### config.mk
export PLATFORM = sky130hd
export DESIGN_NAME = booth_seq_ctrl
export DESIGN_NICKNAME = d
export VERILOG_FILES = /design/src/rtl/booth_pkg.sv /design/src/rtl/booth_iter_counter.sv /design/src/rtl/booth_seq_ctrl.sv
export SDC_FILE = /design/constraint.sdc
export NUM_CORES = 1
export LEC_CHECK = 0
export CAP_MARGIN = 15
export CORE_UTILIZATION = 35
export CTS_CLUSTER_SIZE = 8
export DETAILED_ROUTE_END_ITERATION = 6
export PLACE_DENSITY_LB_ADDON = 0.08
export REMOVE_ABC_BUFFERS = 1
export SETUP_SLACK_MARGIN = 0.2
export SLEW_MARGIN = 20
export SYNTH_ARGS = -nofsm -noshare
export SYNTH_HDL_FRONTEND = slang
export SYNTH_SLANG_ARGS = --single-unit
### constraint.sdc
create_clock -name clk -period 1.5 [get_ports clk]
set_input_delay 0.15 -clock clk [delete_from_list [all_inputs] [get_ports clk]]
set_output_delay 0.15 -clock clk [all_outputs]
set_load 0.05 [all_outputs]
### src/rtl/booth_pkg.sv
// Shared types and constants for the radix-2 Booth multiplier control path.
// Holds the state encoding, the default widths and the Booth operation decode.
package booth_pkg;

    localparam int WIDTH_DEF = 16;
    localparam int CNT_W_DEF = $clog2(WIDTH_DEF) + 1;

    typedef logic [2:0] state_t;

    localparam state_t IDLE  = 3'd0;
    localparam state_t LOAD  = 3'd1;
    localparam state_t EVAL  = 3'd2;
    localparam state_t SHIFT = 3'd3;
    localparam state_t DONE  = 3'd4;

    localparam logic OP_ADD = 1'b0;
    localparam logic OP_SUB = 1'b1;

    typedef struct packed {
        logic ld_a;
        logic oper;
    } booth_op_t;

    // {q0,qm1}: 01 -> A+M, 10 -> A-M, 00/11 -> no accumulate (oper held at add)
    function automatic booth_op_t booth_decode(input logic q0, input logic qm1);
        booth_op_t op;
        op.ld_a = q0 ^ qm1;
        op.oper = OP_ADD;
        if (q0 && !qm1) begin
            op.oper = OP_SUB;
        end
        return op;
    endfunction

endpackage

### src/rtl/booth_iter_counter.sv
// Iteration down-counter for the Booth sequencer: loads WIDTH, decrements
// once per shift, and flags the final iteration with a terminal-count compare.
module booth_iter_counter
    import booth_pkg::*;
#(
    parameter int WIDTH = WIDTH_DEF,
    parameter int CNT_W = CNT_W_DEF
) (
    input  logic             clk,
    input  logic             rst_n,
    input  logic             clr,
    input  logic             load,
    input  logic             dec,
    output logic [CNT_W-1:0] cnt,
    output logic             last
);

    localparam logic [CNT_W-1:0] LOAD_VAL = CNT_W'(WIDTH);
    localparam logic [CNT_W-1:0] ONE      = CNT_W'(1);

    // clr (abort) outranks load, load outranks dec; zero is a hard floor
    always_ff @(posedge clk or negedge rst_n) begin
        if (!rst_n) begin
            cnt <= '0;
        end else if (clr) begin
            cnt <= '0;
        end else if (load) begin
            cnt <= LOAD_VAL;
        end else if (dec && (cnt != '0)) begin
            cnt <= cnt - ONE;
        end
    end

    assign last = (cnt == ONE);

endmodule

### src/rtl/booth_seq_ctrl.sv
// Control-path sequencer for a radix-2 Booth multiplier datapath: loads the
// operands, runs WIDTH evaluate/shift iterations and pulses done on completion.
//
// state | meaning
// IDLE  | waiting for start; all controls low
// LOAD  | load M and Q, clear A and Q-1, preset the iteration counter
// EVAL  | decode {q0,qm1}: add, subtract or hold A
// SHIFT | arithmetic right shift of {A,Q,Q-1}; count one iteration
// DONE  | one-cycle done pulse, product valid in {A,Q}
module booth_seq_ctrl
    import booth_pkg::*;
#(
    parameter int WIDTH = WIDTH_DEF,
    parameter int CNT_W = CNT_W_DEF
) (
    input  logic             clk,
    input  logic             rst_n,
    input  logic             start,
    input  logic             abort,
    input  logic             q0,
    input  logic             qm1,
    output logic             ldM,
    output logic             ldQ,
    output logic             clrA,
    output logic             clrFF,
    output logic             ldA,
    output logic             oper,
    output logic             sft,
    output logic             busy,
    output logic             done,
    output logic [CNT_W-1:0] cnt
);

    state_t    state;
    state_t    state_nx;
    logic      cnt_load;
    logic      cnt_dec;
    logic      cnt_clr;
    logic      cnt_last;
    booth_op_t eval_op;

    booth_iter_counter #(
        .WIDTH (WIDTH),
        .CNT_W (CNT_W)
    ) u_iter_counter (
        .clk   (clk),
        .rst_n (rst_n),
        .clr   (cnt_clr),
        .load  (cnt_load),
        .dec   (cnt_dec),
        .cnt   (cnt),
        .last  (cnt_last)
    );

    always_comb begin
        state_nx = state;
        cnt_load = 1'b0;
        cnt_dec  = 1'b0;
        cnt_clr  = 1'b0;
        case (state)
            IDLE: begin
                if (start && !abort) begin
                    state_nx = LOAD;
                end
            end
            LOAD: begin
                cnt_load = 1'b1;
                state_nx = EVAL;
            end
            EVAL: begin
                state_nx = SHIFT;
            end
            SHIFT: begin
                cnt_dec  = 1'b1;
                state_nx = cnt_last ? DONE : EVAL;
            end
            DONE: begin
                state_nx = IDLE;
            end
            default: begin
                state_nx = IDLE;
            end
        endcase
        // abort overrides every transition but leaves this cycle's outputs alone
        if (abort && (state != IDLE)) begin
            state_nx = IDLE;
            cnt_load = 1'b0;
            cnt_dec  = 1'b0;
            cnt_clr  = 1'b1;
        end
    end

    always_ff @(posedge clk or negedge rst_n) begin
        if (!rst_n) begin
            state <= IDLE;
        end else begin
            state <= state_nx;
        end
    end

    assign eval_op = booth_decode(q0, qm1);

    always_comb begin
        ldM   = 1'b0;
        ldQ   = 1'b0;
        clrA  = 1'b0;
        clrFF = 1'b0;
        ldA   = 1'b0;
        oper  = OP_ADD;
        sft   = 1'b0;
        busy  = 1'b0;
        done  = 1'b0;
        case (state)
            LOAD: begin
                ldM   = 1'b1;
                ldQ   = 1'b1;
                clrA  = 1'b1;
                clrFF = 1'b1;
                busy  = 1'b1;
            end
            EVAL: begin
                ldA  = eval_op.ld_a;
                oper = eval_op.oper;
                busy = 1'b1;
            end
            SHIFT: begin
                sft  = 1'b1;
                busy = 1'b1;
            end
            DONE: begin
                done = 1'b1;
            end
            default: begin
            end
        endcase
    end

    a_cnt_no_underflow: assert property (
        @(posedge clk) disable iff (!rst_n) (state == SHIFT) |-> (cnt != '0)
    );

endmodule

==> results.py, run 1 <==
metrics = {
    "logic_synthesis": {
        "ys_warn_count": 0,
        "syn_inst": 57,
        "synth_ff_type": "dfrtp_1",
        "synth.most_common_cell": "dfrtp_1",
        "ys_top_cells_by_area": "dfrtp_1, buf_4, ha_1",
        "syn_area_um2": 520,
        "synth_edf_count": 0,
        "synth_area_per_cell_um2": 9.13,
        "async_reset_ff_frac": 1.00,
        "yosys.area.top_type_share": 0.385,
        "ys_types": 26,
        "synthTopCellsByCount": "dfrtp_1, a21oi_1, buf_4, inv_1",
        "seq_area_frac_synth": 0.385,
        "synth_top_area_cell": "dfrtp_1",
        "synth-seq-cells": 8,
    },
    "sta": {
        "worst_pin_slew_ps": 389,
        "rsz0062_at_grt": "yes",
        "slew_headroom": 0.740,
        "min_period_over_period": 1.11,
        "slew_violations": 0,
        "fmax_mhz": 601,
        "hold_violations": 0,
        "finClkSkew_ps": 6.28,
        "worst_slack_ps": -165,
        "final.min_clock_period_ps": 1670,
        "setup_viol": 7,
    },
    "pwr": {
        "p_per_area_nw_per_um2": 909,
        "p_leak_nw": 0.530,
        "p_total_mw": 1.07,
        "ir_drop_uv": 669,
    },
    "grt": {
        "antenna_found_initial": 0,
        "grtUsageTotal": 0.226,
        "grt_max_degree": 10,
        "grt_pass1_vias": 554,
        "grt_pass1_wl_um": 2370,
        "overflow": 0,
    },
    "critical_path": {
        "crit_path_end_kind": "flip-flop",
        "cp-start-kind": "flip-flop",
        "cp_max_fo": 3,
        "startpoint": "u_iter_counter.cnt[0]",
        "worstReg2RegStart": "u_iter_counter.cnt[0]",
        "crit_type": "flip-flop to flip-flop",
        "crit_arrival_ps": 1840,
        "crit_slowest_cell": "or4_1",
        "cp_cell_sequence": "buf_4 > or3_4 > or4_1 > a21oi_1",
        "slowest_delay_ps": 440,
        "worstPathRequired_ps": 1670,
    },
    "route": {
        "vias_per_cell": 5.70,
        "drc": 0,
        "wirelength_um": 2050,
        "drt-pass1-iter-count": 4,
        "drt-initial-drc-count": 9,
        "final_antenna_net_count": 0,
        "vias": 616,
        "wl_per_cell_um": 18.9,
    },
    "cts": {
        "h-tree-depth": 1,
        "cts_tree": "yes",
        "cts_root_buffer": "clkbuf_4",
        "cts-buffers-inserted": 3,
        "cts_sinks": 8,
        "cts.clk_slew.worst_paths_ps": 60,
        "ctsHoldBuffers": 0,
        "cts_buffer_depth": 2,
        "insertion_delay_ps": 260,
    },
    "floorplan": {
        "initial_core_util": 0.386,
        "die_w_um": 40.6,
        "ios": 20,
        "core_area_um2": 1350,
        "die_area_um2": 1650,
        "die_h_um": 40.6,
        "num_rows": 13,
    },
    "job": {
        "cap_viol_max_count": 0,
    },
    "cells_and_area": {
        "final_cells": 108,
        "seqCellArea_um2": 201,
        "diodes": 0,
        "area_delta_synth_final_pct": 125,
        "multi_input_area_um2": 427,
        "layout.nets": 104,
        "drive_above_1_share": 0.699,
        "fillers": 49,
    },
    "worst_hold_path": {
        "hold_class": "primary input to async pin",
    },
    "placed_design": {
        "place_inst": 98,
        "dp.final_hpwl_um": 981,
        "io_buffers": 19,
        "place.gp.congestion": 0.783,
    },
    "run_status": {
        "outcome": "finished, violations left",
        "violations": "setup timing",
    },
}
[state kept, by name (all words and copies together) (netlist names)]
signal / count
u_iter_counter.cnt: 5
state: 3
[cell families after synthesis]
family,count (synthesis),share of synthesized area
flip-flops,8,0.385
AO/OA/AOI/OAI,12,0.149
adder cells (fa/ha/maj),3,0.0721
buffers and inverters,11,0.118
AND/OR/NAND/NOR,23,0.276
[final timing paths]
path,endpoint,slack [ps],cells after the start
max,u_iter_counter.cnt[3],-170,4
min in group clk,state[0],500,3
max reg2reg,u_iter_counter.cnt[3],-170,4
max in group asynchronous,u_iter_counter.cnt[2],1030,1
min,u_iter_counter.cnt[4],170,1
min reg2reg,state[0],640,2
[placed cells by master (no fill, tap or decap), types with 2 or more instances in the layout]
cell	Yosys	final
nor3_4	0	3
a21oi_2	0	3
dfrtp_1	8	7
nor2_4	0	2
or3_4	0	4
nand2_1	3	2
a21oi_1	5	2
buf_6	0	8
clkbuf_4	0	3
buf_12	0	12
o211ai_1	2	2
buf_4	5	14
inv_2	0	4
clkdlybuf4s50_1	0	5
ha_1	3	2
[critical path, delay by kind of cell, from the launching register on]
family,cells,cell delay [ps]
compound gates,1,200
buf+inv,1,150
flops,1,390
simple gates,2,830
[timing repair]
action                     CTS  global route
resized for setup           27            19
setup buffers                7             0
pin swaps                    5             7
setup endpoints to repair   14            16
gates cloned                 0             0
[layout make-up]
cell class                 instances  area share
sequential                         8       0.172
inverter                           5      0.0160
tap                               15      0.0160
multi-input combinational         38       0.364
timing repair buffer              39       0.414
clock buffer                       3      0.0192
[metrics by stage]
stage | area, µm² | TNS, ps | hold slack (ps) | setup slack (ps) | utilization
after floorplan | 478 | -4640 | -146 | -780 | -
after global placement | 900 | -2.87 | 454 | -2.87 | 0.666
after detailed placement | 900 | -51.3 | 460 | -45.5 | 0.666
after CTS | 1080 | -189 | 188 | -42.2 | 0.801
after global routing | 1170 | -663 | 205 | -207 | 0.869
final | 1170 | -432 | 173 | -165 | 0.869
[metal layers]
metal	track usage	wire length, µm	up-vias
met1	0.269	857	307
met5	0	0	-
li1	-	-	277
met2	0.381	1040	28
met3	0.0556	123	4
met4	0.0917	24	0
[power by group]
| group | internal (mW) | switching (mW) | total, mW |
|---|---|---|---|
| Combinational | 0.296 | 0.312 | 0.608 |
| Clock | 0.0924 | 0.0871 | 0.180 |
| Sequential | 0.239 | 0.0396 | 0.279 |
Note: power is estimated with default switching activity, not from simulation.
==> inputs of run 2 (changes only) <==
--- a/config.mk
+++ b/config.mk
@@ -7,11 +7,13 @@
 export LEC_CHECK = 0
 export CAP_MARGIN = 15
 export CORE_UTILIZATION = 35
+export CTS_BUF_LIST = sky130_fd_sc_hd__clkbuf_8
 export CTS_CLUSTER_SIZE = 8
 export DETAILED_ROUTE_END_ITERATION = 6
 export PLACE_DENSITY_LB_ADDON = 0.08
 export REMOVE_ABC_BUFFERS = 1
 export SETUP_SLACK_MARGIN = 0.2
+export SKIP_LAST_GASP = 1
 export SLEW_MARGIN = 20
 export SYNTH_ARGS = -nofsm -noshare
 export SYNTH_HDL_FRONTEND = slang
==> results.py, run 2 (synthesis gave the netlist of run 1 again) <==
metrics = {
    "run_status": {
        "outcome": "finished, violations left",
        "violations": "setup timing",
    },
    "route": {
        "vias_per_cell": 5.65,
        "vias": 621,
        "wl_per_cell_um": 19.6,
        "drc": 0,
        "wirelength_um": 2160,
        "final_antenna_net_count": 0,
        "drt-pass1-iter-count": 4,
        "drt-initial-drc-count": 17,
    },
    "cts": {
        "h-tree-depth": 1,
        "cts_root_buffer": "clkbuf_8",
        "insertion_delay_ps": 230,
        "cts-buffers-inserted": 3,
        "cts_tree": "yes",
        "cts_sinks": 8,
        "cts_buffer_depth": 2,
        "cts.clk_slew.worst_paths_ps": 50,
    },
    "placed_design": {
        "pre_cts_ws_ps": -45.5,
        "place.gp.congestion": 0.783,
        "placed_area_um2": 900,
        "dp.final_hpwl_um": 981,
        "io_buffers": 19,
        "place_inst": 98,
    },
    "grt": {
        "grt_max_degree": 9,
        "overflow": 0,
        "grtUsageTotal": 0.229,
        "grt_pass1_vias": 529,
        "grt_pass1_wl_um": 2410,
        "antenna_found_initial": 0,
    },
    "floorplan": {
        "die_h_um": 40.6,
        "initial_core_util": 0.386,
        "ios": 20,
        "die_area_um2": 1650,
        "die_w_um": 40.6,
        "num_rows": 13,
        "core_area_um2": 1350,
    },
    "critical_path": {
        "crit_arrival_ps": 1750,
        "worstReg2RegStart": "u_iter_counter.cnt[0]",
        "cp_max_fo": 3,
        "crit_path_end_kind": "flip-flop",
        "worstPathRequired_ps": 1650,
        "cp-start-kind": "flip-flop",
        "crit_type": "flip-flop to flip-flop",
        "startpoint": "u_iter_counter.cnt[0]",
    },
    "sta": {
        "hold_violations": 0,
        "final.setup.tns_ps": -226,
        "slew_violations": 0,
        "fmax_mhz": 624,
        "fin_hold_ws_ps": 219,
        "slew_headroom": 0.722,
        "min_period_over_period": 1.07,
        "setup_viol": 5,
        "rsz0062_at_grt": "yes",
        "worst_pin_slew_ps": 415,
        "worst_slack_ps": -102,
        "finClkSkew_ps": 3.24,
        "final.min_clock_period_ps": 1600,
    },
    "cells_and_area": {
        "final_cell_mix": "buf_4, buf_12, buf_6, dfrtp_1",
        "largest_register_ffs": 5,
        "top_register": "u_iter_counter.cnt",
        "fin_area_um2": 1200,
        "top_regs": "u_iter_counter.cnt (5), state (3)",
        "drive_above_1_share": 0.695,
        "layout.nets": 106,
        "final_util": 0.889,
        "final_cells": 110,
        "final_common_cell": "buf_4",
        "area_delta_synth_final_pct": 131,
        "fillers": 50,
        "diodes": 0,
    },
    "pwr": {
        "p_switching_mw": 0.450,
        "combPwrFrac": 0.530,
        "p_total_mw": 1.16,
        "ir_drop_uv": 683,
        "p_leak_nw": 0.550,
        "clkPwrFrac": 0.232,
        "switching_share": 0.386,
        "p_per_area_nw_per_um2": 970,
        "p_seq_frac": 0.238,
        "p_int_mw": 0.715,
    },
    "worst_hold_path": {
        "hold_class": "primary input to async pin",
    },
    "job": {
        "cap_viol_max_count": 0,
    },
}
## run 2: cell types whose count changed in the layout (fill, tap and decap cells not counted), sizes merged
cell           before  now
buf                34   36
clkdlybuf4s50       5    3
dlygate4sd2         0    2
## run 2: area by class of cell
class	count	area [µm²]	share of cell area
clock buffers	3	41.3	0.0344
repair buffers	41	498	0.415
well taps	15	18.8	0.0156
multi-input cells	38	420	0.350
inverters	5	21.3	0.0177
flip-flops and latches	8	200	0.167
## run 2: final timing paths
| kind | endpoint | slack, ps | depth (start not counted) |
|---|---|---|---|
| hold / removal | u_iter_counter.cnt[4] | 220 | 1 |
| hold reg to reg | u_iter_counter.cnt[4] | 670 | 2 |
| min in group clk | state[0] | 530 | 3 |
| setup reg to reg | u_iter_counter.cnt[3] | -100 | 4 |
| setup / recovery | u_iter_counter.cnt[3] | -100 | 4 |
| max in group asynchronous | state[0] | 990 | 1 |
## run 2: routing by layer
layer	wire [µm]	global-route usage
met1	1030	0.296
met2	990	0.369
met3	102	0.0389
met4	34	0.100
met5	0	0
## run 2: timing repair
item,4_1_cts,5_1_grt
buffers inserted,5,4
setup endpoints to repair,14,16
pin swaps,10,10
resized for setup,29,18
hold buffers,0,0
## run 2: power groups by stage
stage	Sequential, mW	Clock (mW)	Combinational, mW
finish	0.277	0.270	0.617
global route	0.278	0.275	0.643
CTS	0.262	0.267	0.517
detailed placement	0.263	0	0.445
global placement	0.262	0	0.443
floorplan	0.336	0	0.144
## run 2: critical path, cell delays in order (launching register included)
cell and delay (ps):
dfrtp_1 390, buf_4 160, or3_4 390, or4_1 420, a21oi_1 160
==> inputs of run 3 (changes only) <==
--- a/config.mk
+++ b/config.mk
@@ -12,7 +12,7 @@
 export DETAILED_ROUTE_END_ITERATION = 6
 export PLACE_DENSITY_LB_ADDON = 0.08
 export REMOVE_ABC_BUFFERS = 1
-export SETUP_SLACK_MARGIN = 0.2
+export SETUP_SLACK_MARGIN = 0.5
 export SKIP_LAST_GASP = 1
 export SLEW_MARGIN = 20
 export SYNTH_ARGS = -nofsm -noshare
==> results.py, run 3 (synthesis gave the netlist of run 1 again) <==
metrics = {
    "run_status": {
        "outcome": "finished, violations left",
        "violations": "setup timing",
    },
    "cts": {
        "insertion_delay_ps": 230,
        "cts_tree": "yes",
        "h-tree-depth": 1,
        "cts.clk_slew.worst_paths_ps": 50,
        "cts_root_buffer": "clkbuf_8",
        "cts_buffer_depth": 2,
        "cts_sinks": 8,
        "cts-buffers-inserted": 3,
    },
    "pwr": {
        "p_int_mw": 0.736,
        "p_switching_mw": 0.463,
        "p_per_area_nw_per_um2": 979,
        "combPwrFrac": 0.535,
        "p_leak_nw": 0.562,
        "clkPwrFrac": 0.235,
        "p_seq_frac": 0.230,
        "ir_drop_uv": 853,
        "switching_share": 0.386,
    },
    "critical_path": {
        "crit_path_end_kind": "flip-flop",
        "worstPathRequired_ps": 1650,
        "r2r_setup_slack_ps": -120,
        "cp-start-kind": "flip-flop",
        "crit_arrival_ps": 1780,
        "crit_type": "flip-flop to flip-flop",
        "cp_max_fo": 3,
    },
    "cells_and_area": {
        "fin_area_um2": 1220,
        "largest_register_ffs": 5,
        "diodes": 0,
        "area_delta_synth_final_pct": 135,
        "drive_above_1_share": 0.704,
        "final_common_cell": "buf_4",
        "final_cell_mix": "buf_4, buf_12, buf_6, dfrtp_1",
        "layout.nets": 109,
        "top_register": "u_iter_counter.cnt",
        "top_regs": "u_iter_counter.cnt (5), state (3)",
    },
    "floorplan": {
        "die_w_um": 40.6,
        "initial_core_util": 0.386,
        "ios": 20,
        "num_rows": 13,
        "die_area_um2": 1650,
        "core_area_um2": 1350,
        "die_h_um": 40.6,
    },
    "grt": {
        "grt_max_degree": 9,
        "overflow": 0,
        "grt_pass1_vias": 517,
        "grt_pass1_wl_um": 2390,
        "antenna_found_initial": 0,
        "grtUsageTotal": 0.230,
    },
    "route": {
        "drt-initial-drc-count": 24,
        "vias_per_cell": 5.72,
        "drc": 0,
        "vias": 646,
        "dr_wl_met2_um": 1080,
        "drt-pass1-iter-count": 4,
        "route.met3.wl_um": 152,
        "wirelength_um": 2170,
        "wl_per_cell_um": 19.2,
        "final_antenna_net_count": 0,
        "topRoutingLayerUsed": "met4",
        "wl_met1_um": 924,
    },
    "job": {
        "cap_viol_max_count": 0,
    },
    "sta": {
        "setup_viol": 9,
        "rsz0062_at_grt": "yes",
        "min_period_over_period": 1.08,
        "slew_violations": 0,
        "hold_violations": 0,
        "worst_slack_ps": -125,
        "fmax_mhz": 616,
        "fin_hold_ws_ps": 224,
        "worst_pin_slew_ps": 432,
        "slew_headroom": 0.711,
        "final.min_clock_period_ps": 1620,
        "finClkSkew_ps": 2.61,
    },
    "placed_design": {
        "io_buffers": 19,
        "placed_area_um2": 900,
        "dp.final_hpwl_um": 981,
        "place.gp.congestion": 0.783,
    },
    "worst_hold_path": {
        "hold_class": "primary input to async pin",
    },
}
[run 3: final timing paths]
| check | startpoint | endpoint | cells past startpoint |
|---|---|---|---|
| min in group clk | start | state[0] | 3 |
| max reg2reg | u_iter_counter.cnt[1] | u_iter_counter.cnt[3] | 6 |
| min | rst_n | state[2] | 1 |
| max in group asynchronous | rst_n | u_iter_counter.cnt[2] | 1 |
| min reg2reg | state[0] | state[0] | 2 |
| max | u_iter_counter.cnt[1] | u_iter_counter.cnt[3] | 6 |
[run 3: power groups by stage]
stage | registers [mW] | clock network, mW | logic (mW)
after global routing | 0.278 | 0.291 | 0.661
after floorplan | 0.336 | 0 | 0.144
after global placement | 0.262 | 0 | 0.443
final | 0.276 | 0.281 | 0.641
after CTS | 0.263 | 0.267 | 0.534
after detailed placement | 0.263 | 0 | 0.445
[run 3: worst max-delay path, cell delays in order, from the launching register on]
cell and delay (ps):
dfrtp_1 380, inv_2 80, ha_4 160, nor4b_4 120, buf_4 150, or4_1 480
a21oi_1 160
[run 3: area by class of cell]
class	instances	area, µm²
clock buffer	3	41.3
multi-input combinational	38	410
sequential	8	201
timing repair buffer	44	532
fill	43	125
tap	15	18.8
inverter	5	21.3
[run 3: repair_timing]
action                     CTS  global route
resized for setup           34            15
setup endpoints to repair   21            22
pin swaps                   10             8
setup buffers                6             6
hold buffers                 0             0
[run 3: routing by layer]
| metal | vias to the layer above | global-route usage |
|---|---|---|
| met2 | 39 | 0.385 |
| met1 | 320 | 0.286 |
| li1 | 285 | - |
| met3 | 2 | 0.0389 |
| met4 | 0 | 0.100 |
| met5 | - | 0 |
[run 3: through the flow]
stage / std cells / worst slack, ps / utilization / TNS, ps / total power [mW]
global placement: 98 / -2.87 / 0.666 / -2.87 / 0.704
global route: 113 / -143 / 0.907 / -664 / 1.23
detailed placement: 98 / -45.5 / 0.666 / -51.3 / 0.708
floorplan: 51 / -780 / - / -4640 / 0.480
CTS: 107 / -28.2 / 0.821 / -43.7 / 1.06
finish: 113 / -125 / 0.907 / -544 / 1.20
